--- config.mk ---
export PLATFORM = sky130hd
export DESIGN_NAME = ddr3_line_prefetch
export DESIGN_NICKNAME = d
export VERILOG_FILES = /design/src/rtl/ddr3_line_prefetch.sv
export SDC_FILE = /design/constraint.sdc
export NUM_CORES = 2
export LEC_CHECK = 0
export BUFFER_PORTS_ARGS = -buffer_cell sky130_fd_sc_hd__buf_2
export CAP_MARGIN = 10
export CORE_AREA = 2 2 622 469
export DETAILED_ROUTE_END_ITERATION = 8
export DIE_AREA = 0 0 624 471
export PLACE_DENSITY = 0.73
export SLEW_MARGIN = 20
export SYNTH_ARGS = -nofsm -noshare
export SYNTH_HDL_FRONTEND = slang
export SYNTH_SLANG_ARGS = --single-unit
--- constraint.sdc ---
create_clock -name ddr3_clk -period 63.8 [get_ports ddr3_clk]
set_clock_uncertainty 0.05 [all_clocks]
set_input_delay 12.76 -clock ddr3_clk [delete_from_list [all_inputs] [get_ports ddr3_clk]]
set_output_delay 12.76 -clock ddr3_clk [all_outputs]
set_load 0.05 [all_outputs]
--- src/rtl/ddr3_line_prefetch.sv ---
// Line prefetcher between the DDR3 line reader and the VGA pixel path: fetches
// one 1024-bit line at a time into a small line buffer and streams 32-bit words.
module ddr3_line_prefetch #(
  parameter int unsigned FIFO_DEPTH   = 4,
  parameter int unsigned FRAME_BLOCKS = 1024
) (
  input  logic          ddr3_clk,
  input  logic          reset,
  input  logic          enable,
  input  logic          frame_start,
  output logic          rd_valid,
  output logic [9:0]    rd_addr,
  input  logic          ddr3_data_valid,
  input  logic [1023:0] ddr3_rd_data,
  output logic          pix_valid,
  input  logic          pix_ready,
  output logic [31:0]   pix_data,
  output logic          underrun
);

  localparam int unsigned PW = (FIFO_DEPTH > 1) ? $clog2(FIFO_DEPTH) : 1;
  localparam int unsigned CW = $clog2(FIFO_DEPTH + 1);
  localparam logic [9:0] LAST_LINE = 10'(FRAME_BLOCKS - 1);

  typedef enum logic {S_IDLE, S_WAIT} state_t;

  state_t          state, state_d;
  logic            discard, discard_d;
  logic            req, capture, accept, pop;
  logic [1023:0]   line_buf [FIFO_DEPTH];
  logic [PW-1:0]   wr_ptr, rd_ptr;
  logic [CW-1:0]   count;
  logic [4:0]      word_idx;
  logic [9:0]      next_line;

  assign pix_valid = (count != '0);
  assign pix_data  = pix_valid ? line_buf[rd_ptr][{word_idx, 5'b0} +: 32] : '0;
  assign accept    = pix_valid & pix_ready;
  assign pop       = accept & (word_idx == 5'd31);

  always_ff @(posedge ddr3_clk) begin
    if (reset) begin
      state   <= S_IDLE;
      discard <= 1'b0;
    end else begin
      state   <= state_d;
      discard <= discard_d;
    end
  end

  // A frame_start while a line is outstanding marks it for discard; one coinciding
  // with the returning line drops it directly without touching the flag.
  always_comb begin
    state_d   = state;
    discard_d = discard;
    req       = 1'b0;
    capture   = 1'b0;
    unique case (state)
      S_IDLE: begin
        if (enable && !frame_start && (count < CW'(FIFO_DEPTH))) begin
          req     = 1'b1;
          state_d = S_WAIT;
        end
      end
      S_WAIT: begin
        if (ddr3_data_valid) begin
          state_d   = S_IDLE;
          discard_d = 1'b0;
          capture   = !discard && !frame_start;
        end else if (frame_start) begin
          discard_d = 1'b1;
        end
      end
      default: state_d = S_IDLE;
    endcase
  end

  always_ff @(posedge ddr3_clk) begin
    if (!reset && capture) line_buf[wr_ptr] <= ddr3_rd_data;
  end

  always_ff @(posedge ddr3_clk) begin
    if (reset) begin
      rd_valid  <= 1'b0;
      rd_addr   <= '0;
      wr_ptr    <= '0;
      rd_ptr    <= '0;
      count     <= '0;
      word_idx  <= '0;
      next_line <= '0;
      underrun  <= 1'b0;
    end else begin
      rd_valid <= req;
      if (req) rd_addr <= next_line;
      if (frame_start) begin
        wr_ptr    <= '0;
        rd_ptr    <= '0;
        count     <= '0;
        word_idx  <= '0;
        next_line <= '0;
        underrun  <= 1'b0;
      end else begin
        if (pix_ready && !pix_valid) underrun <= 1'b1;
        if (accept) word_idx <= word_idx + 5'd1;
        if (pop) rd_ptr <= rd_ptr + PW'(1);
        if (capture) begin
          wr_ptr    <= wr_ptr + PW'(1);
          next_line <= (next_line == LAST_LINE) ? '0 : next_line + 10'd1;
        end
        unique case ({capture, pop})
          2'b10:   count <= count + CW'(1);
          2'b01:   count <= count - CW'(1);
          default: count <= count;
        endcase
      end
    end
  end

endmodule
Word-level counts from Yosys, hierarchy flattened
Memory sizes are Yosys's and may differ from the RTL's. A register that Yosys moved wholly into a read port is not among the register bits.
Cells that the tools add are included.
Cells by class
  magnitude comparators: 1
  shifts and indexed selects: 1
  bitwise logic cells: 3
  multiplexer cells: 15
  equal/unequal tests: 4
  reductions and logical operators: 14
  $add $sub $neg: 6
Operator list (number)
  1024-bit by 11-bit indexed part select with 32-bit output: 1
  32-bit two-way mux: 1
  10-bit by 1-bit adder with 10-bit output (second input constant): 1
  10-bit == test (second input constant): 1
  10-bit two-way mux: 1
  1-bit two-way mux: 9
  3-bit case mux with 2 select lines: 1
  5-bit by 1-bit adder with 5-bit output (second input constant): 1
  5-bit == test (second input constant): 1
  1-bit logical AND: 5
  2-bit by 1-bit adder with 2-bit output (second input constant): 2
  1-bit logical NOT: 4
  2-bit two-way mux: 2
  2-bit nonzero test: 2
  3-bit by 1-bit adder with 3-bit output (second input constant): 1
  3-bit less-than comparator (second input constant): 1
  3-bit nonzero test: 1
  3-bit by 1-bit subtractor with 3-bit output (second input constant): 1
  1-bit bitwise AND: 2
  2-bit by 1-bit == test with 1-bit output (second input constant): 1
  2-bit == test (second input constant): 1
  1-bit case mux with 2 select lines: 1
  2-bit AND reduction: 1
  2-bit OR reduction: 1
  1-bit NOT: 1
Storage, ports and cells
  memories kept: 1
  word-level logic and storage cells: 55
  input port bits: 1030
  register bits after elaboration: 36
  RAM bits: 4096
  output and inout port bits: 45
Memory list
  line_buf: depth 4, width 1024, read ports 1, clocked after Yosys merged registers in 1, write ports 1, line 30  | logic [1023:0] line_buf [FIFO_DEPTH];

Longest topological paths before layout
  depth after elaboration: 7
  gate-level depth with buffers: 13
  mapped depth without buffers: 10

Worst setup path after synthesis
Ideal clock, no wire load.
  kind: input port to flip-flop
  start point: in frame_start
  end point: mem line_buf[0][0] (enable)
  library setup time: 1537 ps
  arrival: 36700 ps
  path buffers: 1
  cell stages on the path: 5
  path slack: 25513 ps
  cell sequence: nor4bb_1 > clkbuf_1 > inv_1 > nor2_1 > and2_1
On the way
  cells in the longest elaborated chain, start to end: 7
Ends and longest elaborated chain
  start, declared: line 10  | input logic frame_start,
  1-bit logical NOT: line 69  | capture = !discard && !frame_start;
  1-bit logical AND: line 69
  1-bit two-way mux: line 66  | if (ddr3_data_valid) begin
  1-bit two-way mux: line 58  | unique case (state)
  1-bit logical AND: line 79  | if (!reset && capture) line_buf[wr_ptr] <= ddr3_rd_data;
  1-bit two-way mux: line 79
  1-bit two-way mux (implied by the code): line 79
  end, declared: line 30
Every way passes these cells.

==> reports/qor.yml <==
synth_nets: 8092
cp.arrival_ps: 7980
hold_depth: 2
crit_type: "reg2out"
slew_viol_final: 0
synth_top_cell_by_area: "edfxtp_1"
first_pass_iters: 6
synth-seq-cells: 4134
dpl-instance-area_um2: 166900
dpl_worst_slack_ps: 44010
ios: 1075
power.leakage_nw: 55.92
ctsResizeCount: 0
grt_pass1_vias: 79153
worst_slack_ps: 43010
place_hpwl_um: 295200
synth_top_cells_by_area: "edfxtp_1, mux4_2, mux2i_1"
synth_flop_cell: "edfxtp_1"
hold_path_class: "reg2reg"
dieArea_um2: 293900
num_vias: 81424
syn2layout_area_growth_pct: 14.04
reg2regPathDepth: 9
gp_congestion: 0.8285
register_area_um2: 123800
min_period_over_period: 0.3259
rrSetupSlack_ps: 57740
synth_edf_count: 4096
setup_viol: 0
fill_cells: 19279
detail-route-antenna-nets: 0
crit_path_frequent_cell: "buf_4"
grt_usage: 0.3044
r2r-start: "state"
relSlewSlack: 0.1609
min_from: "rd_addr[9]"
fp.coreArea_um2: 288200
drt_iter0_markers: 11697
cts_sinks: 4134
syn_avg_cell_area_um2: 22.35
synth_cells: 7053
worst_path_dominant_cell_family: "buffers and inverters"
design_area_um2: 179800
start_util: 0.5471
synthArstFlopShare: 0
cts_hold_buf: 0
critPathSlowestCell: "a31oi_1"
layout.nets: 9313
p_per_area_nw_per_um2: 29.55
endpoint_kind: "output port"
grt_remaining_overflow: 0
ys_warn_count: 0
avgViaCountPerCell: 6.445
synth_cell_types: 69
drc: 0
max_freq_mhz: 48.10
die_x_um: 624
post_cts_buffers: 0
synthTopCellsByCount: "edfxtp_1, mux4_2, mux2i_1"
grt_pass1_wl_um: 618400
start_kind: "register"
seq_area_frac_synth: 0.7849
antenna_found_initial: 478
htreeDepth: 5
cts_tree: "yes"
drt_wl_total_um: 454200
multi_input_area_um2: 31450
drv_cap: 0
grt_max_degree: 164
period_minus_slack_ps: 20790
cts_buffer_depth: 4
drive_gt1_frac: 0.3249
synthesis.area_um2: 157700
r2r_end: "line_buf[1][342]"
critPathMaxStageDelay_ps: 830
clock_latency_ps: 910
die_h_um: 471
final_util: 0.6239
cts_inserted_buffers: 385
crit_buf_inv: 7
synth_most_common_cell: "edfxtp_1"
worst_pin_slew_ps: 1227
final_hold_viol_count: 0
cp_max_fo: 115
holdPathEnd: "rd_addr[9]"
holdWs_ps: 402.8
wl_per_cell_um: 35.95
required_ps: 50990
ir_worst_vdd_mv: 0.02632
status: "finished, final reports clean"
clkTransAtPathRegs_ps: 70
synth.top_cell.area_share: 0.7801
portBuffers: 1074
rows: 171
cts-root-buf: "clkbuf_16"
cp_cell_sequence: "buf_4 > buf_4 > buf_4 > buf_4 > buf_12 > buf_16 > mux4_2 > a22o_1 > a211oi_1 > a21oi_1 > nand2_1 > a31oi_1 > buf_2"
setup_tns_ps: 0
rsz0062_at_grt: "no"
==> worst max-delay path by stage <==
| stage | end | depth (start not counted) |
|---|---|---|
| 2_1_floorplan | line_buf[0][0] | 5 |
| 3_3_place_gp | pix_data[2] | 12 |
| 3_5_place_dp | pix_data[2] | 12 |
| 4_1_cts | pix_data[2] | 12 |
| 5_1_grt | pix_data[2] | 13 |
| 6_report | pix_data[2] | 13 |
==> per-stage QoR <==
step | power, mW | instances
global route | 5.436 | 12543
global placement | 3.112 | 11690
finish | 5.314 | 12634
CTS | 5.327 | 12387
floorplan | 3.066 | 7053
detailed placement | 3.120 | 11691
==> report_power, final <==
group | internal (mW) | leakage, nW | switching [mW]
clock network | 1.26 | 5.97 | 0.986
logic | 0.0284 | 12.8 | 0.0456
registers | 2.99 | 37.1 | 0.00136
==> state kept, by name, indices dropped and copies added (netlist names), named ones only <==
register	cells
count	3
discard	1
line_buf	4096
next_line	10
rd_addr	10
rd_ptr	2
rd_valid	1
state	1
underrun	1
word_idx	5
wr_ptr	2
==> worst reg2reg max path: stages (launching register included) <==
cell,delay [ps]
dfxtp_1,400
nor4bb_1,330
buf_4,240
inv_1,70
nor2_1,230
and2_4,800
buf_4,850
buf_4,930
buf_4,700
buf_4,930
==> cell type report <==
cell class | instances | area share
Antenna cell | 245 | 0.003410
Clock buffer | 470 | 0.05629
Clock inverter | 226 | 0.01166
Inverter | 11 | 0.0002853
Multi-Input combinational cell | 2493 | 0.1749
Sequential cell | 4134 | 0.6884
Tap cell | 3806 | 0.02648
Timing Repair Buffer | 1249 | 0.03856
==> layer usage <==
metal,wire length (um),up-vias,global-route usage
met5,1470,-,0
met4,24790,238,0.1648
met3,50680,1204,0.09199
met2,215300,4952,0.4655
met1,161900,42127,0.3958
li1,-,32903,-
==> layout by cell type, fill, tap and decap left out, types with 13 or more instances in the layout <==
cell	count
buf_12	16
mux4_2	828
buf_4	156
or4_1	13
clkinv_1	84
nand2_1	157
bufinv_16	33
a211oi_1	97
o21ai_1	16
clkinv_2	76
diode_2	245
nor2b_1	31
o31ai_1	16
mux2_2	86
o211ai_1	19
nor2_1	70
dfxtp_1	31
a221oi_1	21
mux2i_1	317
buf_2	1074
a22o_1	62
clkbuf_16	391
clkinvlp_4	13
a2111oi_0	30
edfxtp_1	4096
a21oi_1	199
o22ai_1	15
o221ai_1	114
a22oi_1	209
o311a_1	14
clkbuf_1	75
==> cells by family (layout without fill, tap and decap cells) <==
kind of cell,after synthesis,after routing,synth area share
xor+xnor,16,16,0.0008888
mux,1231,1231,0.1445
flops,4134,4134,0.7849
compound gates,878,878,0.04050
buf+inv,426,1956,0.01758
simple gates,359,359,0.01080
other cells,0,245,0
fa+ha+maj,9,9,0.0007619
(Power assumes the default switching activity.)
